## config.mk

```make
export PLATFORM = sky130hd
export DESIGN_NAME = imm_gen_pipe
export DESIGN_NICKNAME = d
export VERILOG_FILES = /design/src/rtl/imm_gen_pipe.sv
export SDC_FILE = /design/constraint.sdc
export NUM_CORES = 1
export LEC_CHECK = 0
export BUFFER_PORTS_ARGS = -buffer_cell sky130_fd_sc_hd__buf_2
export CORE_ASPECT_RATIO = 1.25
export CORE_UTILIZATION = 54
export CTS_CLUSTER_DIAMETER = 40
export DETAILED_ROUTE_END_ITERATION = 12
export PLACE_DENSITY = 0.8
export SLEW_MARGIN = 20
export SYNTH_ARGS = -nofsm -noshare
export SYNTH_HDL_FRONTEND = slang
export SYNTH_SLANG_ARGS = --single-unit
```

## constraint.sdc

```tcl
create_clock -name clk -period 1.6 [get_ports clk]
set_clock_uncertainty 0.05 [all_clocks]
set_input_delay 0.32 -clock clk [delete_from_list [all_inputs] [get_ports clk]]
set_output_delay 0.32 -clock clk [all_outputs]
set_load 0.01 [all_outputs]
```

## src/rtl/imm_gen_pipe.sv

```systemverilog
// -----------------------------------------------------------------------------
// imm_gen_pipe
//
// Registered immediate generator for the decode-to-execute path of the
// pipelined RV core. A raw instruction word and an ImmSel format code are
// accepted through a valid/ready handshake. The sign- or zero-extended
// XLEN-wide immediate appears one clock later, together with the sideband tag
// that entered with it.
//
// Storage is a main slot, which drives the outputs, and a skid slot. Because
// of the skid slot, in_ready depends only on registered state (it is simply
// "skid slot empty"), yet back-pressure never drops or duplicates an entry.
//
// Parameters:
//   XLEN   datapath width, 32 or 64
//   TAG_W  width of the sideband tag
//
// Ports:
//   clk          clock, all state updates on the rising edge
//   rst_n        asynchronous active-low reset
//   flush        synchronous flush, discards every held entry
//   in_valid     input entry present
//   in_ready     block can accept an input this cycle
//   instr        raw 32-bit instruction word
//   ImmSel       immediate format select (0 I, 1 S, 2 B, 3 U, 4 J, 5 shamt,
//                6 CSR zimm, 7 none)
//   in_tag       sideband tag of the input entry
//   out_valid    output entry present
//   out_ready    consumer accepts the output this cycle
//   imm          generated immediate
//   out_tag      tag of the output entry
//   out_illegal  set for ImmSel=7 entries when IMM_GEN_ILLEGAL_EN is defined
//
// Build option:
//   IMM_GEN_ILLEGAL_EN  when defined, ImmSel=7 entries carry out_illegal=1.
//                       When undefined, out_illegal is always 0. The handshake
//                       and timing are the same in both builds.
// -----------------------------------------------------------------------------
module imm_gen_pipe #(
  parameter int XLEN  = 32,
  parameter int TAG_W = 5
) (
  input  logic             clk,
  input  logic             rst_n,
  input  logic             flush,
  input  logic             in_valid,
  output logic             in_ready,
  input  logic [31:0]      instr,
  input  logic [2:0]       ImmSel,
  input  logic [TAG_W-1:0] in_tag,
  output logic             out_valid,
  input  logic             out_ready,
  output logic [XLEN-1:0]  imm,
  output logic [TAG_W-1:0] out_tag,
  output logic             out_illegal
);

  typedef enum logic [2:0] {
    SEL_I     = 3'd0,
    SEL_S     = 3'd1,
    SEL_B     = 3'd2,
    SEL_U     = 3'd3,
    SEL_J     = 3'd4,
    SEL_SHAMT = 3'd5,
    SEL_ZIMM  = 3'd6,
    SEL_NONE  = 3'd7
  } imm_sel_e;

  typedef struct packed {
    logic [XLEN-1:0]  imm;
    logic [TAG_W-1:0] tag;
    logic             illegal;
  } entry_t;

  // ---------------------------------------------------------------------------
  // Immediate decode (combinational, ahead of the slot registers)
  // ---------------------------------------------------------------------------
  logic [XLEN-1:0] dec_imm;
  logic            dec_illegal;
  entry_t          new_entry;

  // The opcode field never contributes to any immediate format.
  logic unused_opcode;
  assign unused_opcode = ^instr[6:0];

  // NOTE: every signal written in always_comb is given a default first, so no
  // path through the case can leave it unassigned and infer a latch.
  always_comb begin
    dec_imm = '0;
    case (imm_sel_e'(ImmSel))
      SEL_I:     dec_imm = {{(XLEN-12){instr[31]}}, instr[31:20]};
      SEL_S:     dec_imm = {{(XLEN-12){instr[31]}}, instr[31:25], instr[11:7]};
      SEL_B:     dec_imm = {{(XLEN-13){instr[31]}}, instr[31], instr[7],
                            instr[30:25], instr[11:8], 1'b0};
      SEL_U:     dec_imm = {{(XLEN-32){instr[31]}}, instr[31:12], 12'b0};
      SEL_J:     dec_imm = {{(XLEN-21){instr[31]}}, instr[31], instr[19:12],
                            instr[20], instr[30:21], 1'b0};
      SEL_SHAMT: begin
        // RV64 shift amounts are 6 bits wide; RV32 uses only 5.
        if (XLEN == 64) dec_imm = {{(XLEN-6){1'b0}}, instr[25:20]};
        else            dec_imm = {{(XLEN-5){1'b0}}, instr[24:20]};
      end
      SEL_ZIMM:  dec_imm = {{(XLEN-5){1'b0}}, instr[19:15]};
      default:   dec_imm = '0;
    endcase
  end

`ifdef IMM_GEN_ILLEGAL_EN
  assign dec_illegal = (ImmSel == SEL_NONE);
`else
  assign dec_illegal = 1'b0;
`endif

  assign new_entry = '{imm: dec_imm, tag: in_tag, illegal: dec_illegal};

  // ---------------------------------------------------------------------------
  // Main / skid slots
  // ---------------------------------------------------------------------------
  logic   m_valid;
  logic   s_valid;
  entry_t m_entry;
  entry_t s_entry;

  logic accept;
  logic m_free;

  assign in_ready = !s_valid;
  assign accept   = in_valid && in_ready;
  // Main slot can take a new entry this edge: it is empty or being consumed.
  assign m_free   = !m_valid || out_ready;

  // NOTE: sequential state uses non-blocking assignments so every register
  // samples the pre-edge values regardless of statement order.
  always_ff @(posedge clk or negedge rst_n) begin
    if (!rst_n) begin
      m_valid <= 1'b0;
      s_valid <= 1'b0;
    end else if (flush) begin
      m_valid <= 1'b0;
      s_valid <= 1'b0;
    end else if (m_free) begin
      if (s_valid) begin
        // Skid refills main; in_ready is low, so nothing is accepted.
        m_valid <= 1'b1;
        s_valid <= 1'b0;
      end else begin
        m_valid <= accept;
      end
    end else if (accept) begin
      // Main is stalled: the new entry parks in the skid slot.
      s_valid <= 1'b1;
    end
  end

  // NOTE: payload registers are reset too, because imm/out_tag/out_illegal
  // must read 0 out of reset even though out_valid is low.
  always_ff @(posedge clk or negedge rst_n) begin
    if (!rst_n) begin
      m_entry <= '0;
      s_entry <= '0;
    end else if (m_free) begin
      if (s_valid)     m_entry <= s_entry;
      else if (accept) m_entry <= new_entry;
    end else if (accept) begin
      s_entry <= new_entry;
    end
  end

  assign out_valid   = m_valid;
  assign imm         = m_entry.imm;
  assign out_tag     = m_entry.tag;
  assign out_illegal = m_entry.illegal;

endmodule

```

# Yosys cells after proc, flatten, opt, wreduce, memory -nomap -nowiden
# Cells that the tools add are included.
[totals]
register_bits = 77
latchBits = 0
mem_bits_rw = 0
mem_bits_ro = 0
input_bits = 45
out_inout_bits = 40
wordCells = 33
memories = 0
[op_classes]
n_addsub = 0
multipliers = 0
n_div = 0
n_lt_le_gt_ge = 0
eq_ne = 6
n_shift = 0
mux = 9
n_bitwise = 1
n_reduce_logical = 10
[op_table]
columns = ["operator", "n"]
rows = [
  ["$pmux W32 S7", 1],
  ["$mux W38", 2],
  ["$eq A3 B3 Y1 const B", 3],
  ["$eq A3 B2 Y1 const B", 2],
  ["$mux W1", 6],
  ["$reduce_and A2 Y1", 2],
  ["$reduce_bool A2 Y1", 2],
  ["$eq A3 B1 Y1 const B", 1],
  ["$logic_not A3 Y1", 1],
  ["$reduce_bool A3 Y1", 1],
  ["$logic_not A1 Y1", 2],
  ["$logic_and A1 B1 Y1", 1],
  ["$logic_or A1 B1 Y1", 1],
  ["$not A1 Y1", 1],
]

# Logic depth before layout (Yosys ltp)
# Gate-level depths: netlist of run 1.
[logic_depth]
depth_word = 5
depth_mapped = 7
ltp_nobuf = 4

# Least setup slack after synthesis of run 1
# No wires, ideal clock.
[synth_path]
kind = "input -> register"
startpoint = "in ImmSel[1]"
endpoint = "reg m_entry, in the netlist imm[26]"
setup_ns = 0.129
arrival_ns = 1.231
required_time_ns = 1.421
path_slack_ns = 0.189
cell_stages = 7
n_path_buf = 3
path_cell_list = "buf_6 and2_4 buf_6 and2_4 buf_6 a21oi_2 o211ai_2"
[synth_via]
elab_chain_cells = 4
word_cells_on_any_way = 10
cone_classes = "eq/ne (6); mux (3); reduce/logical (1)"
[synth_lines]
columns = ["element", "line", "source"]
rows = [
  ["from (decl)", "49", "input logic [2:0] ImmSel,"],
  ["$eq A3 B3 Y1, or another cell as far along", "90", "case (imm_sel_e'(ImmSel))"],
  ["$pmux W32 S7 (*)", "90", ""],
  ["$mux W38 (*)", "163", "else if (accept) m_entry <= new_entry;"],
  ["$mux W38 (*)", "162", "if (s_valid) m_entry <= s_entry;"],
  ["to (signal assigned)", "162", ""],
  ["to (signal assigned)", "163", ""],
  ["to (decl)", "121", "entry_t m_entry;"],
]
# Mark *: on every way between the ends. The rest lies on a longest branch, timed or not. The select of a mux whose other input is x is not followed.
# A chain may end at the register's enable or synchronous reset.

# Final worst setup path of run 1
[layout_path]
startpoint = "reg s_valid"
endpoint = "out in_ready"
[layout_via]
elab_chain_cells = 1
[layout_lines]
columns = ["element", "line", "source"]
rows = [
  ["from (decl)", "120", "logic s_valid;"],
  ["from (signal assigned)", "137", "s_valid <= 1'b0;"],
  ["from (signal assigned)", "140", "s_valid <= 1'b0;"],
  ["from (signal assigned)", "145", "s_valid <= 1'b0;"],
  ["$logic_not A1 Y1", "127", "assign in_ready = !s_valid;"],
  ["to (decl)", "47", "output logic in_ready,"],
]
# Every way passes these cells.

==> results of run 1 <==
## cell type report
class | instances | area [um^2]
multi-input combinational | 288 | 1674
inverter | 2 | 7.507
sequential | 76 | 1902
clock inverter | 3 | 40.04
tap | 87 | 108.9
timing repair buffer | 99 | 633.1
fill | 525 | 2145
clock buffer | 10 | 137.6
## routing by layer
metal  GRT usage (%)  vias to the layer above
met4           11.86                        0
met5               0                        -
met2           43.23                      126
met3           4.689                       18
met1           34.61                     1589
li1                -                     1553
## state kept, by name, summed over array words and instances, names as in the netlist
signal,cells
imm,32
out_tag,5
out_valid,1
s_entry,37
s_valid,1
## synthesized netlist by cell type
cell type and instances:
a211oi_1 5, a21oi_1 21, a21oi_2 8, a21oi_4 2, a32o_1 4, and2_4 2, and3_1 1, buf_1 1
buf_2 7, buf_4 3, buf_6 5, buf_8 1, clkbuf_1 16, conb_1 1, dfrtp_1 76, inv_1 1
inv_2 1, maj3_2 1, mux2_2 1, mux2i_1 9, nand2_1 90, nand2_2 1, nand2b_1 8, nand3_1 29
nand3b_1 1, nor2_1 6, nor2_2 1, nor2b_1 5, nor2b_4 1, nor3_1 6, nor4b_1 1, nor4bb_1 1
o211ai_1 16, o211ai_2 10, o21ai_0 29, o21ai_1 16, o21ai_2 2, o22a_1 8, o22ai_1 1, or2_0 1
## repair_timing
item,in CTS,in global routing
hold buffers,1,0
endpoints found under the hold margin,20,0
setup endpoints to repair,0,0
gates resized for setup,0,0
## metrics by stage
stage | util (%) | instance area [um^2] | hold slack, ns | total power, mW | setup slack, ns
2_1_floorplan | - | 3767 | -0.02559 | 2.979 | 0.1894
3_3_place_gp | 64.92 | 4315 | 0.1840 | 3.351 | 0.09554
3_5_place_dp | 64.92 | 4315 | 0.1903 | 3.401 | 0.05998
4_1_cts | 67.74 | 4503 | 0.07491 | 4.768 | 0.1029
5_1_grt | 67.74 | 4503 | 0.08704 | 4.980 | 0.006541
6_report | 67.74 | 4503 | 0.08611 | 4.736 | 0.1132
## final timing paths
kind / slack (ns) / cells after the start / to / start
worst max-delay path: 0.11 / 2 / in_ready / s_valid$_DFFE_PN0P_
worst min-delay path: 0.09 / 2 / out_valid$_DFFE_PN0N_ / flush
worst max register to register: 0.13 / 4 / s_entry[17]$_DFFE_PN0P_ / out_valid$_DFFE_PN0N_
worst min register to register: 0.42 / 2 / s_entry[9]$_DFFE_PN0P_ / s_entry[9]$_DFFE_PN0P_
max in group asynchronous: 0.65 / 3 / imm[12]$_DFFE_PN0P_ / rst_n
min in group asynchronous: 0.36 / 2 / imm[6]$_DFFE_PN0P_ / rst_n
## kinds of logic after synthesis
kind of cell,Yosys count,synth area share (%)
other cells,1,0.09954
simple gates,154,18.57
fa+ha+maj,1,0.2989
compound gates,122,22.55
mux,10,2.690
flops,76,50.48
buf+inv,35,5.313
## power groups by stage
stage / registers, mW / clock network (mW) / logic (mW)
finish: 2.40 / 1.37 / 0.967
global route: 2.43 / 1.47 / 1.08
CTS: 2.39 / 1.40 / 0.976
detailed placement: 2.43 / 0 / 0.972
global placement: 2.41 / 0 / 0.941
floorplan: 2.46 / 0 / 0.520
==> out/summary.txt, run 1 <==
final hold violations - 0
CP Data Arrival Time - 1.12 ns
Reg clk slew, reported paths - 0.08 ns
Port Buffers - 76
Fmax - 672.6 MHz
DIE WIDTH - 76.71 um
DIE HEIGHT - 95.39 um
min Tclk post-route - 1.487 ns
row count - 33
vias in the first global route - 3157
Flop pwr share - 50.6%
Routed Antenna Nets - 0
cell taking the most area after synthesis - dfrtp_1
Avg Cell Area, Syn - 9.442 um^2
TritonRoute pass-1 iters - 4
status - finished clean
buffer and inverter count on the worst path - 2
GRT Util Overall - 26.44%
most frequent cells in the layout - nand2_1 (90), dfrtp_1 (76), buf_2 (75), o21ai_0 (29), nand3_1 (28)
CP endpoint kind - output port
Largest delay share family, worst path - flip-flops
top cells by area, synth - dfrtp_1 (50%), nand2_1 (9.0%), nand3_1 (3.9%)
Seq/Total Area, Yosys - 50.48%
cell count after synthesis - 399
NetSw - 1.361 mW
Non-Filler Instances - 565
CTS Sinks - 76
DR top layer - met4
CTS tree - yes
routability cong. - 0.8014
setup bufs post-CTS - 0
share of cells above drive strength 1 - 29.92%
setup_tns - 0 ns
Die ar. - 7317 um^2
slowest stage cell, crit path - dfrtp_1
RSZ-0062 raised after global routing - no
Yosys top cell area share - 50.48%
number of buffers created by CTS - 9
sw frac - 28.74%
Max-Cap Viols - 0
Remaining DRCs - 0
Final setup viols - 0
Via Count - 3286
DRT iter0 DRCs - 287
clock root buffer - clkbuf_8
core area - 6648 um^2
H-tree depth - 3
Overflow after GRT - 0
Slew Limit Fails - 0
FF+latch count, synth - 76
Routed WL - 8.936 mm
DR WL met2 - 4.511 mm
via/cell ratio - 5.816
slowest stage delay, CP - 0.44 ns
Area growth, synth to finish - 19.53%
HPWL after detailed placement - 6.236 mm
Met3 Wirelength - 548 um
Final nets - 521
Tcrit/Tclk final - 92.93%
CP startpoint kind - flip-flop
critical path required time - 1.23 ns
leakage - 2.111 nW
mapped cell area - 3767 um^2
pwr/cell area - 1052 nW/um^2
Routed WL per cell - 15.82 um
most common cell after layout, fill and taps aside - nand2_1
Peak VDD IR - 0.6703 mV
initial core utilization - 56.67%
Clock Path Buffers - 2
Worst-Skew Late Latency - 0.35 ns
initial antenna violation count - 0
critical-path cell list - inv_2 -> buf_2
Comb pwr share - 20.4%
synth unique cells - 40
min-delay worst type - in2reg
largest net degree at the start of global routing - 59
clock power share - 28.9%
Metal-1 WL - 3.697 mm
crit-path max FO - 10
synth warn - 0
Top Ports - 85
internal power - 3.375 mW
placed cells - 551
Synthesized Nets - 444
WS Path Type - reg2out
# diodes - 0
first-pass GRT wire length - 14.95 mm
Note: power is estimated with default switching activity, not from simulation.
==> run 2, diff against run 1 <==
==> constraint.sdc (replaced) <==
create_clock -name clk -period 1.6 [get_ports clk]
set_clock_uncertainty 0.05 [all_clocks]
set_input_delay 0 -clock clk [delete_from_list [all_inputs] [get_ports clk]]
set_output_delay 0 -clock clk [all_outputs]
set_load 0.01 [all_outputs]
==> out/summary.txt, run 2 (same netlist as run 1, synthesis figures left out) <==
layout filler cell count - 512 (-2.5%)
Final nets - 532 (+2.1%)
Slew Limit Fails - 0 (unchanged)
Routed WL per cell - 16.01 um (+1.3%)
Max-Cap Viols - 0 (unchanged)
CP startpoint kind - flip-flop
largest net degree at the start of global routing - 59 (unchanged)
leakage - 2.147 nW (+1.7%)
WS Path Type - reg2reg
Overflow after GRT - 0 (unchanged)
initial core utilization - 56.67% (unchanged)
first-pass GRT wire length - 15.41 mm (+3.1%)
min Tclk post-route - 1.482 ns (-0.004558 ns)
status - finished clean
max reg flops - 37 (unchanged)
Finished Cell Area - 4626 um^2 (+2.7%)
DRT iter0 DRCs - 204 (-29%)
DIE HEIGHT - 95.39 um (unchanged)
Area growth, synth to finish - 22.78%
setup bufs post-CTS - 0 (unchanged)
Reg with most FFs - s_entry
DIE WIDTH - 76.71 um (unchanged)
CTS tree - yes
GRT Util Overall - 27.08% (+0.63 points)
H-tree depth - 3 (unchanged)
Clock Path Buffers - 2 (unchanged)
Sequential Area - 1902 um^2 (unchanged)
Routed Antenna Nets - 0 (unchanged)
setup_tns - 0 ns (unchanged)
Die ar. - 7317 um^2 (unchanged)
crit-path max FO - 26 (+16)
HPWL after detailed placement - 6.084 mm (-2.4%)
Peak VDD IR - 0.5636 mV (-16%)
share of cells above drive strength 1 - 28.46% (-1.5 points)
vias in the first global route - 3294 (+4.3%)
RSZ-0062 raised after global routing - no
Remaining DRCs - 0 (unchanged)
Fmax - 674.6 MHz (+0.31%)
via/cell ratio - 5.634 (-3.1%)
CTS Sinks - 76 (unchanged)
Routed WL - 9.272 mm (+3.8%)
Reg clk slew, reported paths - 0.08 ns (about the same)
initial antenna violation count - 0 (unchanged)
Power, Total - 4.713 mW (-0.49%)
CP Data Arrival Time - 1.69 ns (+0.57 ns)
# diodes - 0 (unchanged)
pwr/cell area - 1019 nW/um^2 (-3.1%)
footprint of the multi-input gates - 1679 um^2 (+0.30%)
critical path required time - 1.81 ns (+0.58 ns)
CP endpoint kind - flip-flop
Tcrit/Tclk final - 92.64% (-0.28 points)
Hold Slack - 0.03302 ns (-0.05308 ns)
clock root buffer - clkbuf_8
TritonRoute pass-1 iters - 4 (unchanged)
final hold violations - 0 (unchanged)
Port Buffers - 76 (unchanged)
Top Ports - 85 (unchanged)
min-delay worst type - in2reg
most frequent cells in the layout - nand2_1 (90), dfrtp_1 (76), buf_2 (75), o21ai_0 (29), nand3_1 (28)
number of buffers created by CTS - 9 (unchanged)
routability cong. - 0.8322 (+3.8%)
core area - 6648 um^2 (unchanged)
area of placed instances - 4243 um^2 (-1.7%)
most common cell after layout, fill and taps aside - nand2_1
Via Count - 3262 (-0.73%)
row count - 33 (unchanged)
Worst-Skew Late Latency - 0.35 ns (about the same)
Final setup viols - 0 (unchanged)
## run 2: power by group
| group | total [mW] | internal (mW) | switching [mW] |
|---|---|---|---|
| Combinational | 0.995 | 0.428 | 0.566 |
| Sequential | 2.39 | 2.23 | 0.165 |
| Clock | 1.33 | 0.602 | 0.725 |
| Total | 4.71 | 3.26 | 1.46 |
## run 2: what timing repair did
action,4_1_cts,5_1_grt
endpoints found under the setup margin,0,12
hold buffers,20,0
hold endpoints to repair,123,0
gates resized for setup,0,2
## run 2: final cells by class
type                            instances  area share [%]
Sequential cell                        76           41.11
Clock inverter                          6          0.8656
Tap cell                               87           2.353
Clock buffer                           10           2.975
Inverter                                2          0.1623
Multi-Input combinational cell        288           36.30
Timing Repair Buffer                  110           16.23
## run 2: final timing paths
path / depth (start not counted) / start / to / slack [ns]
max: 5 / s_valid$_DFFE_PN0P_ / imm[17]$_DFFE_PN0P_ / 0.12
min: 4 / instr[10] / s_entry[9]$_DFFE_PN0P_ / 0.03
max reg2reg: 5 / s_valid$_DFFE_PN0P_ / imm[17]$_DFFE_PN0P_ / 0.12
min reg2reg: 2 / s_entry[9]$_DFFE_PN0P_ / s_entry[9]$_DFFE_PN0P_ / 0.43
max in group asynchronous: 3 / rst_n / s_entry[25]$_DFFE_PN0P_ / 0.83
min in group asynchronous: 2 / rst_n / imm[6]$_DFFE_PN0P_ / 0.08
## run 2: metal layers
metal  routed length (um)  vias to the layer above  track usage, %
met5                    0                        -               0
met4                  163                        0           12.18
met2                 4590                       93           45.39
met1                 4117                     1574           34.17
li1                     -                     1579               -
met3                  401                       16           5.263
## run 2: through the flow
stage | instances | util [%] | worst slack (ns)
final | 579 | 69.58 | 0.1177
after global routing | 579 | 69.58 | 0.01426
after CTS | 579 | 69.51 | 0.09513
after detailed placement | 543 | 63.82 | 0.1336
after global placement | 543 | 63.82 | 0.2060
after floorplan | 399 | - | 0.2265
## run 2: worst max-delay path: stages (launching register included)
cell      delay, ns
dfrtp_1        0.45
nor2_1         0.12
nor2_2         0.25
nand2_2        0.10
buf_12         0.17
o211ai_1       0.21
